File: config.mk
export PLATFORM = sky130hd
export DESIGN_NAME = ibex_ex_seq_ctrl
export DESIGN_NICKNAME = d
export VERILOG_FILES = /design/src/rtl/ibex_ex_seq_ctrl.sv
export SDC_FILE = /design/constraint.sdc
export NUM_CORES = 1
export LEC_CHECK = 0
export ABC_AREA = 1
export CORE_MARGIN = 5
export CORE_UTILIZATION = 36
export CTS_BUF_LIST = sky130_fd_sc_hd__clkbuf_2
export CTS_CLUSTER_SIZE = 10
export DETAILED_ROUTE_END_ITERATION = 16
export PLACE_DENSITY = 0.78
export REMOVE_ABC_BUFFERS = 1
export SYNTH_ARGS = -nofsm -noshare
export SYNTH_HDL_FRONTEND = slang
export SYNTH_SLANG_ARGS = --single-unit
File: constraint.sdc
create_clock -name clk_i -period 1.25 [get_ports clk_i]
set_input_delay 0.25 -clock clk_i [delete_from_list [all_inputs] [get_ports clk_i]]
set_output_delay 0.25 -clock clk_i [all_outputs]
set_load 0.01 [all_outputs]
File: src/rtl/ibex_ex_seq_ctrl.sv
// Execute-stage sequencing controller: tracks single/multi-cycle instructions,
// writeback backpressure, intermediate-value registers and the sticky vxsat flag.
//
// state | meaning
// IDLE  | no instruction in flight; a valid issue may complete in the same cycle
// BUSY  | multi-cycle instruction waiting for ex_valid_i
// HOLD  | result ready, waiting for writeback to accept it
module ibex_ex_seq_ctrl #(
  parameter bit VxsatEn = 1'b1
) (
  input  logic        clk_i,
  input  logic        rst_ni,
  input  logic        instr_valid_i,
  input  logic        mult_sel_i,
  input  logic        div_sel_i,
  input  logic        kill_i,
  input  logic        ex_valid_i,
  input  logic        wb_ready_i,
  input  logic [1:0]  imd_val_we_i,
  input  logic [33:0] imd_val_d_i [2],
  output logic [33:0] imd_val_q_o [2],
  input  logic        vxsat_set_i,
  input  logic        csr_vxsat_we_i,
  input  logic        csr_vxsat_wdata_i,
  output logic        alu_instr_first_cycle_o,
  output logic        mult_en_o,
  output logic        div_en_o,
  output logic        multdiv_ready_id_o,
  output logic        instr_done_o,
  output logic        stall_o,
  output logic        vxsat_o,
  output logic [5:0]  ex_cycles_o
);

  localparam logic [1:0] IDLE = 2'd0;
  localparam logic [1:0] BUSY = 2'd1;
  localparam logic [1:0] HOLD = 2'd2;

  logic [1:0]  state_q, state_d;
  logic        active, first_cycle, done_raw, update_en;
  logic [5:0]  ex_cycles_q;
  logic [33:0] imd_val_q [2];

  assign first_cycle = (state_q == IDLE) && instr_valid_i;
  assign active      = first_cycle || (state_q == BUSY) || (state_q == HOLD);
  assign update_en   = active && !kill_i;

  always_comb begin
    state_d  = state_q;
    done_raw = 1'b0;
    case (state_q)
      IDLE: begin
        if (instr_valid_i) begin
          if (ex_valid_i) begin
            if (wb_ready_i) done_raw = 1'b1;
            else            state_d  = HOLD;
          end else begin
            state_d = BUSY;
          end
        end
      end
      BUSY: begin
        if (ex_valid_i) begin
          if (wb_ready_i) begin
            done_raw = 1'b1;
            state_d  = IDLE;
          end else begin
            state_d = HOLD;
          end
        end
      end
      HOLD: begin
        // ex_valid_i is irrelevant once the result is parked here
        if (wb_ready_i) begin
          done_raw = 1'b1;
          state_d  = IDLE;
        end
      end
      default: state_d = IDLE;
    endcase
    if (kill_i) begin
      state_d  = IDLE;
      done_raw = 1'b0;
    end
  end

  always_ff @(posedge clk_i) begin
    if (!rst_ni) state_q <= IDLE;
    else         state_q <= state_d;
  end

  // Handshake outputs are forced low while reset is held
  assign instr_done_o            = done_raw && rst_ni;
  assign stall_o                 = active && !done_raw && rst_ni;
  assign mult_en_o               = update_en && mult_sel_i && rst_ni;
  assign div_en_o                = update_en && div_sel_i && rst_ni;
  assign multdiv_ready_id_o      = wb_ready_i;
  assign alu_instr_first_cycle_o = first_cycle;

  always_ff @(posedge clk_i) begin
    if (!rst_ni) begin
      for (int i = 0; i < 2; i++) imd_val_q[i] <= 34'h0;
    end else begin
      for (int i = 0; i < 2; i++) begin
        if (imd_val_we_i[i] && update_en) imd_val_q[i] <= imd_val_d_i[i];
      end
    end
  end

  assign imd_val_q_o = imd_val_q;

  always_ff @(posedge clk_i) begin
    if (!rst_ni) begin
      ex_cycles_q <= 6'd0;
    end else if (update_en) begin
      if (first_cycle)               ex_cycles_q <= 6'd1;
      else if (ex_cycles_q != 6'd63) ex_cycles_q <= ex_cycles_q + 6'd1;
    end
  end

  assign ex_cycles_o = ex_cycles_q;

  if (VxsatEn) begin : g_vxsat
    logic vxsat_q;
    always_ff @(posedge clk_i) begin
      if (!rst_ni)             vxsat_q <= 1'b0;
      else if (csr_vxsat_we_i) vxsat_q <= csr_vxsat_wdata_i;
      else if (instr_done_o)   vxsat_q <= vxsat_q | vxsat_set_i;
    end
    assign vxsat_o = vxsat_q;
  end else begin : g_no_vxsat
    assign vxsat_o = 1'b0;
  end

endmodule

==> out/summary.txt <==
=================================================================================================
Unrepaired setup endpoints after global routing                                              true
Reported net switching power                                                             1.675 mW
Synth-to-layout area growth                                                                125.6%
TritonRoute pass-1 iters                                                                        4
Required time of the critical path                                                        1.00 ns
Maximum clock frequency                                                                 538.0 MHz
Final core utilization                                                                     83.04%
Fraction of layout instances using a drive strength above 1                                64.31%
Number of cells on the worst reg-to-reg path                                                   10
Time the final worst path needs with I/O delays and setup                                1.859 ns
DIE WIDTH                                                                                101.4 um
Deepest level of the CTS H-tree                                                                 3
Kind of path behind the tightest hold check                                          input port to flop
Antenna violations before repair                                                                0
Count of hold-fix buffers inserted at cts                                                       0
Standard-cell row count                                                                        33
Clock edge transition at the registers on the reported setup and hold paths               0.26 ns
Clock network power share                                                                   25.3%
Area of placed instances                                                                 4982 um2
Portion of the post-synthesis area used by sequential elements                             51.23%
Final HPWL from detailed placement                                                       7.309 mm
Top area cells in the synthesized netlist                                            sky130_fd_sc_hd__dfxtp_1 51%, sky130_fd_sc_hd__a21oi_1 12%, sky130_fd_sc_hd__nand3_1 12%
Start point of the critical path                                                       state_q[0]
Internal power summed over all cells                                                     3.896 mW
Global-route wire length before repair                                                   19.67 mm
Yosys warns                                                                                     0
Total count of max-transition violations in the final report                                    0
Post-route cell area                                                                     6789 um2
Dominant synthesized flop cell                                                       sky130_fd_sc_hd__dfxtp_1
CTS max path bufs                                                                               2
Count of pins on the block boundary                                                           162
Total die area                                                                          10290 um2
Final routed wirelength across all metal layers                                          13.95 mm
Clock tree from TritonCTS                                                                    done
Share of the clock period used by the worst path after layout                              148.7%
Fraction of power consumed by sequential logic                                              47.2%
Crit Path Category                                                                   flop to primary output
Chip height                                                                              101.4 um
Setup-failing EPs final                                                                       130
Count of routing violations after the opening detailed-route iteration                        119
Lkg Pwr                                                                                  2.667 nW
Detailed-route via count                                                                     3956
Startpoint of the lowest-slack hold path                                             imd_val_d_i[2]
Final antenna-violating net count                                                               0
Crit-path max FO                                                                                4
Most frequent cell after synthesis                                                   sky130_fd_sc_hd__nand2_1
Capture point of the critical path                                                       div_en_o
Arrival @ worst endpoint                                                                  1.61 ns
Max-slew headroom                                                                          62.83%
Post-synthesis sequential element count                                                        77
Critical R2R Capture                                                                 imd_val_q_o[51]
Number of buffers added on ports                                                              161
Pwr per Cell Area                                                                    820.6 nW/um2
Global-route total usage across every layer                                                24.24%
Synth area leader                                                                    sky130_fd_sc_hd__dfxtp_1
Area of the core region                                                                  8175 um2
Most used standard cells in the synthesized netlist                                  97 x sky130_fd_sc_hd__nand2_1, 77 x sky130_fd_sc_hd__dfxtp_1, 75 x sky130_fd_sc_hd__a21oi_1
Worst clock skew                                                                       0.04468 ns
Register-to-register path setup slack                                                    -0.46 ns
Yosys top cell area share                                                                  51.23%
Final Hold Vio Count                                                                            0
Routability cong.                                                                          0.7986
Fraction of power spent switching nets                                                     30.06%
Failing checks                                                                       setup timing
Per-instance average area after synthesis                                               7.523 um2
Root buffer cell                                                                     sky130_fd_sc_hd__clkbuf_2
Vias per cell                                                                               5.240
Transition time of the tightest slew-check pin                                          0.5575 ns
DR WL/cell                                                                               18.47 um
Area of combinational cells with multiple inputs                                         1926 um2
Number of distinct library cell variants in the gate-level netlist after synthesis             20
Total inserted antenna cells                                                                    0
Netlist area before placement                                                            3009 um2
Total negative slack for setup checks                                                   -31.83 ns
Maxcap violations                                                                               0
Via count of the first global-routing pass                                                   4040
Kind of end point of the critical path                                               primary output
Global route overflow                                                                           0
Final Worst Setup Slack                                                                -0.6086 ns
Element type at the critical path start                                                      flop
Result of the run                                                                    complete, but fails checks
Tot Pwr                                                                                  5.571 mW
Worst IR drop on VDD                                                                     571.4 uV
Clock sink count                                                                               77
Number of instances in the synthesized netlist                                                400
Largest net degree at the start of global routing                                              38
Net count of the finished layout                                                              728
Start of the worst register-to-register path                                           state_q[0]
Clock insertion delay at the later pin of the skew report                                 0.54 ns
Flip-flop and latch area                                                                 1660 um2
Number of filler cells placed in the layout                                                   450
Fraction of registers with async set/reset                                                     0%
Effective utilization at floorplan                                                         36.81%
Number of flops mapped to enable cells by yosys                                                 0
DRC violations left                                                                             0
Cts bufs inserted                                                                               9
Share of total power in combinational logic                                                 27.5%
=================================================================================================
[how the worst min path moves through the flow]
stage	to	slack (ns)	cells after the start
after global placement	imd_val_q_o[33]	0.45	2
after global routing	imd_val_q_o[2]	0.15	3
final	imd_val_q_o[2]	0.23	3
after floorplan	ex_cycles_o[0]	0.39	2
after CTS	imd_val_q_o[10]	0.21	3
after detailed placement	imd_val_q_o[30]	0.45	2
[cells in the final DEF, fill, tap and decap left out, types with 29 or more instances in the layout]
cell type / n
sky130_fd_sc_hd__nand3_2: 42
sky130_fd_sc_hd__nand2_2: 29
sky130_fd_sc_hd__dfxtp_2: 68
sky130_fd_sc_hd__clkdlybuf4s50_1: 80
sky130_fd_sc_hd__nand3_1: 29
sky130_fd_sc_hd__a21oi_2: 43
sky130_fd_sc_hd__nand2_1: 56
sky130_fd_sc_hd__buf_6: 87
sky130_fd_sc_hd__a21oi_1: 31
sky130_fd_sc_hd__buf_4: 64
[power groups by stage]
stage                     combinational [mW]  sequential, mW  clock [mW]
after floorplan                        0.238            2.69           0
after global routing                    1.61            2.64        1.57
after detailed placement               0.961            2.65           0
after global placement                 0.945            2.64           0
final                                   1.53            2.63        1.41
after CTS                               1.36            2.64        1.40
[registers in the layout, summed over array words and instances (netlist names)]
name         count
imd_val_q_o     68
ex_cycles_o      6
state_q          2
vxsat_o          1
[cells by family after synthesis]
family	after synthesis	synth area share (%)
adders and majority gates	1	0.4157
and+or+nand+nor	193	27.57
AOI/OAI and AO/OA	82	13.93
xor gates and xnor gates	2	0.5822
buffers and inverters	45	6.279
DFF	77	51.23
[per-layer routing]
metal | global-route usage, % | part of all wire, %
met5 | 0 | 0
met4 | 9.816 | 2.6
met3 | 6.749 | 7.4
met2 | 44.37 | 53
met1 | 26.18 | 37
[timing repair]
action,4_1_cts,5_1_grt
resized for setup,624,63
pin swaps,37,45
cloned,11,1
buffers inserted,28,32
setup endpoints to repair,155,154
[area by class of cell]
class | count | area share [%]
tap | 105 | 1.935
clock buffer | 10 | 0.7372
multi-input combinational | 278 | 28.36
inverter | 15 | 0.9031
timing repair buffer | 265 | 42.70
sequential | 77 | 24.46
clock inverter | 5 | 0.9031
[worst max-delay path, cell delays in order, from the launching register on]
cell and delay [ns]:
sky130_fd_sc_hd__dfxtp_4 0.41, sky130_fd_sc_hd__buf_4 0.14, sky130_fd_sc_hd__o21ai_4 0.16, sky130_fd_sc_hd__nand2_4 0.09, sky130_fd_sc_hd__inv_4 0.07, sky130_fd_sc_hd__buf_6 0.09
sky130_fd_sc_hd__nor2_1 0.03, sky130_fd_sc_hd__buf_2 0.13
[through the flow]
step | hold WS (ns) | cells | setup WS [ns]
after floorplan | 0.3857 | 370 | -2.211
after global placement | 0.4470 | 675 | -0.7663
after detailed placement | 0.4537 | 675 | -0.8225
after CTS | 0.2080 | 724 | -0.6293
after global routing | 0.1540 | 755 | -0.7706
final | 0.2327 | 755 | -0.6086
Note: power is estimated with default switching activity, not from simulation.
